[config.mk]
export PLATFORM = sky130hd
export DESIGN_NAME = chs_power_ramp
export DESIGN_NICKNAME = d
export VERILOG_FILES = /design/src/rtl/chs_pkg.sv /design/src/rtl/chs_popcount_chunk.sv /design/src/rtl/chs_power_ramp.sv
export SDC_FILE = /design/constraint.sdc
export NUM_CORES = 1
export LEC_CHECK = 0
export ABC_CLOCK_PERIOD_IN_PS = 3800
export CORE_UTILIZATION = 51
export CTS_CLUSTER_DIAMETER = 30
export CTS_CLUSTER_SIZE = 8
export DETAILED_ROUTE_END_ITERATION = 8
export GPL_ROUTABILITY_DRIVEN = 0
export GPL_TIMING_DRIVEN = 0
export MAX_ROUTING_LAYER = met4
export PLACE_DENSITY = 0.81
export SLEW_MARGIN = 20
export SYNTH_ARGS = -nofsm -noshare
export SYNTH_HDL_FRONTEND = slang
export SYNTH_SLANG_ARGS = --single-unit
[constraint.sdc]
create_clock -name clk -period 3.8 [get_ports clk]
set_input_delay 0.76 -clock clk [delete_from_list [all_inputs] [get_ports clk]]
set_output_delay 0.76 -clock clk [all_outputs]
set_load 0.01 [all_outputs]
[src/rtl/chs_pkg.sv]
// Shared definitions for the chassis power-ramp controller: FSM state
// encoding and the ceiling-log2 helper used to size counters and datapaths.
package chs_pkg;

  typedef enum logic [1:0] {
    CHS_IDLE  = 2'd0,
    CHS_COUNT = 2'd1,
    CHS_RAMP  = 2'd2
  } chs_state_e;

  // Smallest width able to index 'value' distinct items (ceil(log2(value))).
  function automatic int chs_clog2(input int value);
    int result;
    int span;
    result = 0;
    span   = 1;
    while (span < value) begin
      span   = span * 2;
      result = result + 1;
    end
    return result;
  endfunction

endpackage

[src/rtl/chs_popcount_chunk.sv]
// Combinational ones counter for one CHUNK-bit slice of the configuration word.
module chs_popcount_chunk
  import chs_pkg::*;
#(
  parameter int CHUNK = 2,
  localparam int CNT_W = chs_clog2(CHUNK + 1)
) (
  input  logic [CHUNK-1:0] bits,
  output logic [CNT_W-1:0] count
);

  // NOTE: every always_comb output gets a default before any branch or loop so no latch is inferred.
  always_comb begin
    count = '0;
    for (int i = 0; i < CHUNK; i++) begin
      count = count + CNT_W'(bits[i]);
    end
  end

endmodule

[src/rtl/chs_power_ramp.sv]
// Chassis power ramp: counts the ones of a configuration word CHUNK bits per
// cycle, then slews power/mode toward the result. Define CHS_HYST_EN to skip
// the ramp when the new target lies within HYST of the present power.
module chs_power_ramp
  import chs_pkg::*;
#(
  parameter int CONF_W = 8,
  parameter int CHUNK  = 2,
  parameter int STEP   = 1,
  parameter int HYST   = 1,
  localparam int POW_W = chs_clog2(CONF_W + 1)
) (
  input  logic              clk,
  input  logic              reset,
  input  logic              chs_conf_valid,
  input  logic [CONF_W-1:0] chs_conf,
  output logic              chs_conf_ready,
  output logic [POW_W-1:0]  chs_power,
  output logic              chs_mode,
  output logic              chs_busy,
  output logic              chs_done
);

  localparam int NCHUNK = CONF_W / CHUNK;
  localparam int IDX_W  = (NCHUNK > 1) ? chs_clog2(NCHUNK) : 1;
  localparam int CNT_W  = chs_clog2(CHUNK + 1);
  localparam logic [POW_W-1:0] STEP_P   = POW_W'((STEP > CONF_W) ? CONF_W : STEP);
  localparam logic [POW_W-1:0] HYST_P   = POW_W'((HYST > CONF_W) ? CONF_W : HYST);
  localparam logic [IDX_W-1:0] LAST_IDX = IDX_W'(NCHUNK - 1);

`ifdef CHS_HYST_EN
  localparam bit HYST_ON = 1'b1;
`else
  localparam bit HYST_ON = 1'b0;
`endif

  chs_state_e        state_q, state_d;
  logic [CONF_W-1:0] shift_q, shift_d;
  logic [IDX_W-1:0]  idx_q, idx_d;
  logic [POW_W-1:0]  acc_q, acc_d;
  logic [POW_W-1:0]  tgt_pow_q, tgt_pow_d;
  logic [POW_W-1:0]  power_q, power_d;
  logic              tgt_mode_q, tgt_mode_d;
  logic              mode_q, mode_d;
  logic              done_q, done_d;

  logic [CNT_W-1:0]  chunk_ones;
  logic [POW_W-1:0]  acc_sum;
  logic [POW_W-1:0]  hyst_gap;
  logic [POW_W-1:0]  gap;
  logic [POW_W-1:0]  step_amt;
  logic              hyst_hit;

  chs_popcount_chunk #(.CHUNK(CHUNK)) u_popcount (
    .bits  (shift_q[CHUNK-1:0]),
    .count (chunk_ones)
  );

  assign acc_sum  = acc_q + POW_W'(chunk_ones);
  assign hyst_gap = (acc_sum >= power_q) ? acc_sum - power_q : power_q - acc_sum;
  // Same-mode target close enough to the present power counts as already reached.
  assign hyst_hit = HYST_ON && (tgt_mode_q == mode_q) && (hyst_gap <= HYST_P);
  assign gap      = (tgt_pow_q >= power_q) ? tgt_pow_q - power_q : power_q - tgt_pow_q;

  always_comb begin
    state_d    = state_q;
    shift_d    = shift_q;
    idx_d      = idx_q;
    acc_d      = acc_q;
    tgt_pow_d  = tgt_pow_q;
    tgt_mode_d = tgt_mode_q;
    power_d    = power_q;
    mode_d     = mode_q;
    done_d     = 1'b0;
    step_amt   = '0;

    unique case (state_q)
      CHS_IDLE: begin
        if (chs_conf_valid) begin
          shift_d    = chs_conf;
          tgt_mode_d = chs_conf[0];
          acc_d      = '0;
          idx_d      = '0;
          state_d    = CHS_COUNT;
        end
      end

      CHS_COUNT: begin
        acc_d   = acc_sum;
        shift_d = shift_q >> CHUNK;
        idx_d   = idx_q + IDX_W'(1);
        if (idx_q == LAST_IDX) begin
          tgt_pow_d = acc_sum;
          if (hyst_hit) begin
            state_d = CHS_IDLE;
            done_d  = 1'b1;
          end else begin
            state_d = CHS_RAMP;
          end
        end
      end

      CHS_RAMP: begin
        // A heat/cool swap must first drain power to zero, then flip mode on its own edge.
        if (tgt_mode_q != mode_q) begin
          if (power_q != '0) begin
            step_amt = (power_q < STEP_P) ? power_q : STEP_P;
            power_d  = power_q - step_amt;
          end else begin
            mode_d = tgt_mode_q;
          end
        end else begin
          step_amt = (gap < STEP_P) ? gap : STEP_P;
          power_d  = (tgt_pow_q >= power_q) ? power_q + step_amt : power_q - step_amt;
        end
        if ((power_d == tgt_pow_q) && (mode_d == tgt_mode_q)) begin
          state_d = CHS_IDLE;
          done_d  = 1'b1;
        end
      end

      default: state_d = CHS_IDLE;
    endcase
  end

  // NOTE: state registers use non-blocking assignments so every flop samples pre-edge values.
  always_ff @(posedge clk or posedge reset) begin
    if (reset) begin
      state_q    <= CHS_IDLE;
      shift_q    <= '0;
      idx_q      <= '0;
      acc_q      <= '0;
      tgt_pow_q  <= '0;
      tgt_mode_q <= 1'b0;
      power_q    <= '0;
      mode_q     <= 1'b0;
      done_q     <= 1'b0;
    end else begin
      state_q    <= state_d;
      shift_q    <= shift_d;
      idx_q      <= idx_d;
      acc_q      <= acc_d;
      tgt_pow_q  <= tgt_pow_d;
      tgt_mode_q <= tgt_mode_d;
      power_q    <= power_d;
      mode_q     <= mode_d;
      done_q     <= done_d;
    end
  end

  assign chs_conf_ready = (state_q == CHS_IDLE);
  assign chs_busy       = (state_q != CHS_IDLE);
  assign chs_power      = power_q;
  assign chs_mode       = mode_q;
  assign chs_done       = done_q;

endmodule
# Word level (Yosys, flattened, before mapping)

Index checks and enable logic that the tools add are counted.

Register bits: 27
Bits in latches: 0
Bits in writable memories: 0
Bits in read-only memories: 0
Bits of input ports: 11
Output and inout bits: 8
Word-level logic and storage cells: 60
Memories: 0

Add/subtract/negate cells: 8
Multiply operators: 0
Div/mod/pow operators: 0
Magnitude comparators: 3
Equality and inequality tests: 9
Shift-type cells: 0
Muxes and demuxes: 22
Bitwise operators: 0
Reduce and logical (&&, ||, !) cells: 9

Operators with widths:

| kind                  | count |
|---|---|
| $mux W4               | 8 |
| $pmux W8 S2           | 1 |
| $sub A4 B4 Y4         | 4 |
| $lt A4 B1 Y1 const B  | 2 |
| $mux W2               | 4 |
| $mux W8               | 1 |
| $pmux W4 S2           | 1 |
| $ne A2 B2 Y1 const B  | 3 |
| $pmux W2 S3           | 1 |
| $reduce_and A2 Y1     | 3 |
| $mux W1               | 5 |
| $add A4 B2 Y4         | 1 |
| $add A4 B4 Y4         | 1 |
| $eq A2 B2 Y1 const B  | 2 |
| $eq A4 B4 Y1          | 1 |
| $ge A4 B4 Y1          | 1 |
| $pmux W2 S2           | 1 |
| $reduce_bool A2 Y1    | 2 |
| $reduce_bool A4 Y1    | 1 |
| $reduce_and A3 Y1     | 1 |
| $add A1 B1 Y2         | 1 |
| $add A2 B1 Y2 const B | 1 |
| $eq A2 B1 Y1 const B  | 1 |
| $logic_not A2 Y1      | 1 |
| other kinds (3)       | 3 |

# Logic depth before layout (Yosys ltp)

Depth in word-level cells: 12
Depth in mapped cells: 17
Depth with buffers taken out: 17

# Modules after synthesis

From an unflattened synthesis, not the netlist that was laid out.

Cell total of the unflattened synthesis: 222
Area total of the unflattened synthesis: 1998.2 µm²

By module, submodules not included:

| module             | instances | cells an instance | area an instance (µm²) | sequential area each (µm²) |
|---|---|---|---|---|
| chs_power_ramp     | 1         | 221               | 1985.7                 | 675.6 |
| chs_popcount_chunk | 1         | 1                 | 12.5                   | 0.0 |

# Least setup slack after synthesis

No wires, ideal clock.

Path kind: flip-flop to flip-flop
Start: reg power_q[0], in the netlist chs_power[0]
End: reg state_q[1]
Setup time: 0.067 ns
Arrival: 3.663 ns
Required time: 3.733 ns
Path slack: 0.070 ns
Stages on the path, launching flop included: 18
Path buffers: 0
Period minus slack after synthesis: 3.730 ns
Path through: dfrtp_1 -> inv_1 -> ha_1 -> inv_1 -> fa_1 -> xor2_1 -> nor3b_1 -> o21ai_0 -> o22ai_1 -> ha_1 -> and2_1 -> ha_1 -> a21o_1 -> a21oi_1 -> xnor3_1 -> or3_1 -> nand3_1 -> a32o_1

Cells in the longest elaborated chain, start to end: 12
Elaborated cells on any way between the ends: 24
Classes of those cells: add/sub (5); order compare (3); eq/ne (3); mux (10); reduce/logical (3)

RTL lines:

| element                                               | line                                        | text |
|---|---|---|
| start: declaration                                    | chs_power_ramp.sv:42                        | `logic [POW_W-1:0] power_q, power_d;` |
| start signal: assignment                              | chs_power_ramp.sv:145                       | `power_q <= power_d;` |
| $sub A4 B4 Y4 / $ge A4 B4 Y1 (equally long branches)  | chs_power_ramp.sv:63, chs_power_ramp.sv:114 |  |
| $mux W4                                               | chs_power_ramp.sv:63                        | `assign gap = (tgt_pow_q >= power_q) ? tgt_pow_q - power_q : power_q - tgt_pow_q;` |
| $lt A4 B1 Y1                                          | chs_power_ramp.sv:113                       | `step_amt = (gap < STEP_P) ? gap : STEP_P;` |
| $mux W4                                               | chs_power_ramp.sv:113                       |  |
| $sub A4 B4 Y4 / $add A4 B4 Y4 (equally long branches) | chs_power_ramp.sv:114                       | `power_d = (tgt_pow_q >= power_q) ? power_q + step_amt : power_q - step_amt;` |
| $mux W4                                               | chs_power_ramp.sv:114                       |  |
| $mux W4                                               | chs_power_ramp.sv:105                       | `if (tgt_mode_q != mode_q) begin` |
| $mux W4                                               | chs_power_ramp.sv:77                        | `unique case (state_q)` |
| $eq A4 B4 Y1                                          | chs_power_ramp.sv:116                       | `if ((power_d == tgt_pow_q) && (mode_d == tgt_mode_q)) begin` |
| $logic_and A1 B1 Y1 (*)                               | chs_power_ramp.sv:116                       |  |
| $ne A2 B2 Y1 (no source line) (*)                     | n/a                                         |  |
| $reduce_and A3 Y1 (no source line) (*)                | n/a                                         |  |
| end signal: assignment                                | chs_power_ramp.sv:139                       | `state_q <= state_d;` |
| end: declaration                                      | chs_power_ramp.sv:37                        | `chs_state_e state_q, state_d;` |

Mark *: on every way between the ends. The rest lies on a longest branch, timed or not. The select of a mux whose other input is x is not followed.
A chain may end at the register's enable or synchronous reset.

# Worst setup path in the final report

Same ends and word-level chain as after synthesis.

==> run_results.csv <==
group,metric,value,unit
status,status,"complete, but fails checks",
status,violations,"negative setup slack",
sta,slew_viol_final,0,
final_layout,fill_cells,274,
grt,grt_overflow_total,0,
sta,clock_skew,3.01,ps
flow_run,drv_cap,0,
setup_path,endpoint_kind,"flip-flop",
synthesis,ys_ff_latch,27,
setup_path,required,4030,ps
final_layout,final_common_cell,"dfrtp_1",
grt,global_route.usage.met1,27.8,%
worst_hold_path,min_from,"shift_q[6]$_DFFE_PP0P_",
final_layout,final_layout_size_suffix_gt1_share,16.4,%
final_layout,n_antenna_cell,0,
setup_path,reg2reg_to,"state_q[1]$_DFFE_PP0P_",
setup_path,r2r_cells,17,
setup_path,cp.depth,17,
setup_path,worstSetupStartpointType,"flip-flop",
setup_path,crit_fanout,7,
clock_tree,htree_levels,1,
setup_path,reg2reg_slack,-0.3,ps
synthesis,synth_area,0.00185,sq mm
setup_path,critical_path.cell_chain,"buf_4 -> ha_1 -> inv_1 -> fa_2 -> a21oi_2 -> o21ai_2 -> nand3b_1 -> o22ai_2 -> ha_1 -> and2_4 -> inv_1 -> fa_2 -> xor2_2 -> xnor2_1 -> nor4_1 -> nand3_2 -> a32o_1",
sta,finalHoldViolations,0,
setup_path,worst_r2r_startpoint,"chs_power[0]$_DFFE_PP0N_",
sta,setup_violations,1,
grt,use_met3,3.86,%
sta,period_needed,3800,ps
route,num_vias,1516,
synthesis,ys_warn_count,0,
sta,timing.final.ws_setup,-0.332,ps
clock_tree,cts_root_buf,"clkbuf_4",
placed_design,post-dp-hpwl,2730,microns
synthesis,yosysTopAreaCell,"dfrtp_1",
final_layout,design_area,0.00225,sq mm
final_layout,fin_cells,271,
synthesis,synth_nets,227,
synthesis,synthFlopType,"dfrtp_1",
synthesis,synth_top_cell_area_share,36.4,%
floorplan,die_h,62.3,microns
route,ant_nets,0,
route,finalWirelength,3940,microns
synthesis,ys_types,41,
setup_path,critical_path_class,"flip-flop to flip-flop",
clock_tree,clock_sinks,27,
worst_hold_path,hold_class,"flip-flop to flip-flop",
setup_path,critPathBufInv,3,
setup_path,arrival,4030,ps
sta,tightest_slew,685,ps
floorplan,io_pins,19,
clock_tree,clkLatencyLatePin,320,ps
sta,relSlewSlack,54.1,%
final_layout,final_cell_mix,"dfrtp_1 (23), inv_1 (18), clkdlybuf4s50_1 (18), o21ai_0 (16), ha_1 (13)",
setup_path,cpLargestDelayFamily,"adder cells",
grt,grt_pass1_wl,6280,microns
grt,grt_antenna_before_repair,0,
floorplan,fp.dieArea,0.00388,sq mm
sta,fmax,263,MHz
grt,grt_use_total,20.9,%
clock_tree,cts_made_buffers,3,
floorplan,die_w,62.3,microns
placed_design,portBuffers,18,
worst_hold_path,holdPathEnd,"shift_q[6]$_DFFE_PP0P_",
grt,grt_max_degree,28,
worst_hold_path,whs_path_depth,1,
placed_design,place_inst,261,
synthesis,yosysSeqAreaShare,36.4,%
sta,finalCritPeriodShare,100,%
floorplan,start_util,54.3,%
placed_design,dpl-instance-area,0.00209,sq mm
final_layout,nets,256,
floorplan,rows,21,
synthesis,synth_edf_count,0,
synthesis,synthCells,197,
synthesis,synth.top_cells.by_area,"dfrtp_1 (36%), ha_1 (10%), o21ai_0 (4.9%)",
route,drt_iter0_drc,114,
final_layout,area.growth.synth_to_final,21.4,%
route,via_per_inst,5.59,
clock_tree,path_clk_slew,140,ps
synthesis,async_flop_share,100,%
setup_path,cp_slowest_cell,"dfrtp_2",
setup_path,cp_slowest_stage_delay,410,ps
synthesis,synth.avg_cell_area,9.41,sq um
route,firstDrtPassIters,4,
floorplan,core-area,0.00342,sq mm
clock_tree,cts_tree,"built",
grt,grtUsageMet2,33.5,%
clock_tree,clock_path_buffers,2,
route,drc_errors,0,
grt,top_usage_layer,"met2",
route,wl_per_cell,14.6,microns
grt,grt_pass1_vias,1401,
synth_stat cells (all sizes together) (2+ instances only):
| library cell | count |
|---|---|
| nand2b | 2 |
| nand3b | 3 |
| nor3 | 3 |
| o31ai | 2 |
| a21o | 2 |
| a32o | 2 |
| a2bb2oi | 2 |
| nand2 | 11 |
| nor4 | 2 |
| inv | 22 |
| fa | 4 |
| o21a | 2 |
| ha | 15 |
| a31oi | 2 |
| clkbuf | 4 |
| a22oi | 6 |
| nor2b | 8 |
| dfrtp | 27 |
| o22ai | 2 |
| nor2 | 6 |
| a21oi | 14 |
| a22o | 4 |
| nand3 | 3 |
| xnor2 | 3 |
| mux2 | 4 |
| mux2i | 2 |
| xor2 | 9 |
| o21ai | 18 |
worst reg2reg max path, delay by kind of cell, from the launching register on:
family,cells,cell delay [ps]
buffers and inverters,3,290
xor gates and xnor gates,2,340
DFF,1,410
and+or+nand+nor,4,800
AOI/OAI and AO/OA,4,640
adders and majority gates,4,1220
routing by layer:
metal / wire [microns] / share of wire (%)
met1: 1840 / 47
met2: 1870 / 47
met3: 140 / 3.5
met4: 91 / 2.3
met5: 0 / 0
how the worst max path moves through the flow:
| stage | from | end | slack, ps |
|---|---|---|---|
| floorplan | chs_power[0]$_DFFE_PP0N_ | state_q[1]$_DFFE_PP0P_ | 70 |
| global placement | chs_power[0]$_DFFE_PP0N_ | state_q[1]$_DFFE_PP0P_ | -250 |
| detailed placement | chs_power[0]$_DFFE_PP0N_ | state_q[1]$_DFFE_PP0P_ | -270 |
| CTS | chs_power[0]$_DFFE_PP0N_ | state_q[1]$_DFFE_PP0P_ | 20 |
| global route | chs_power[0]$_DFFE_PP0N_ | state_q[1]$_DFFE_PP0P_ | -60 |
| finish | chs_power[0]$_DFFE_PP0N_ | state_q[1]$_DFFE_PP0P_ | -0.3 |
kinds of logic (layout without fill, tap and decap cells):
| group | after synthesis | count (layout) | share of synthesized area [%] |
|---|---|---|---|
| AOI/OAI and AO/OA | 60 | 60 | 20.4 |
| xor gates and xnor gates | 13 | 13 | 6.88 |
| adders and majority gates | 19 | 19 | 14.4 |
| buffers and inverters | 27 | 55 | 5.53 |
| DFF | 27 | 27 | 36.4 |
| muxes | 6 | 6 | 3.51 |
| other | 1 | 1 | 0.202 |
| and+or+nand+nor | 44 | 44 | 12.6 |
layout make-up:
type	count	area [sq um]	area share (%)
tap	46	57.6	2.56
buffer	5	20.0	0.889
sequential	27	681	30.2
timing repair buffer	24	225	10.0
multi-input combinational	143	1150	51.3
inverter	22	86.3	3.84
clock buffer	4	26.3	1.17
what timing repair did:
action	4_1_cts	5_1_grt
setup buffers	2	4
endpoints found under the setup margin	3	3
pin swaps	0	11
hold buffers	0	0
gates resized for setup	7	19
metrics by stage:
step	setup slack [ps]	hold slack (ps)	TNS, ps	utilization [%]
after floorplan	70.3	450	0	-
after global placement	-245	473	-534	61.2
after detailed placement	-267	478	-589	61.2
after CTS	19.2	515	0	62.9
after global routing	-63.6	533	-63.6	65.9
final	-0.332	512	-0.332	65.9
flip-flops by register name (all words and copies together) (netlist names):
| register | flops |
|---|---|
| chs_power | 4 |
| chs_done | 1 |
| idx_q | 2 |
| state_q | 2 |
| acc_q | 4 |
| tgt_pow_q | 4 |
| shift_q | 8 |
| chs_mode | 1 |
| tgt_mode_q | 1 |
Power is left out: the tool's default activity adds up to more than one toggle a clock period on the data nets, which glitch-free logic cannot reach.
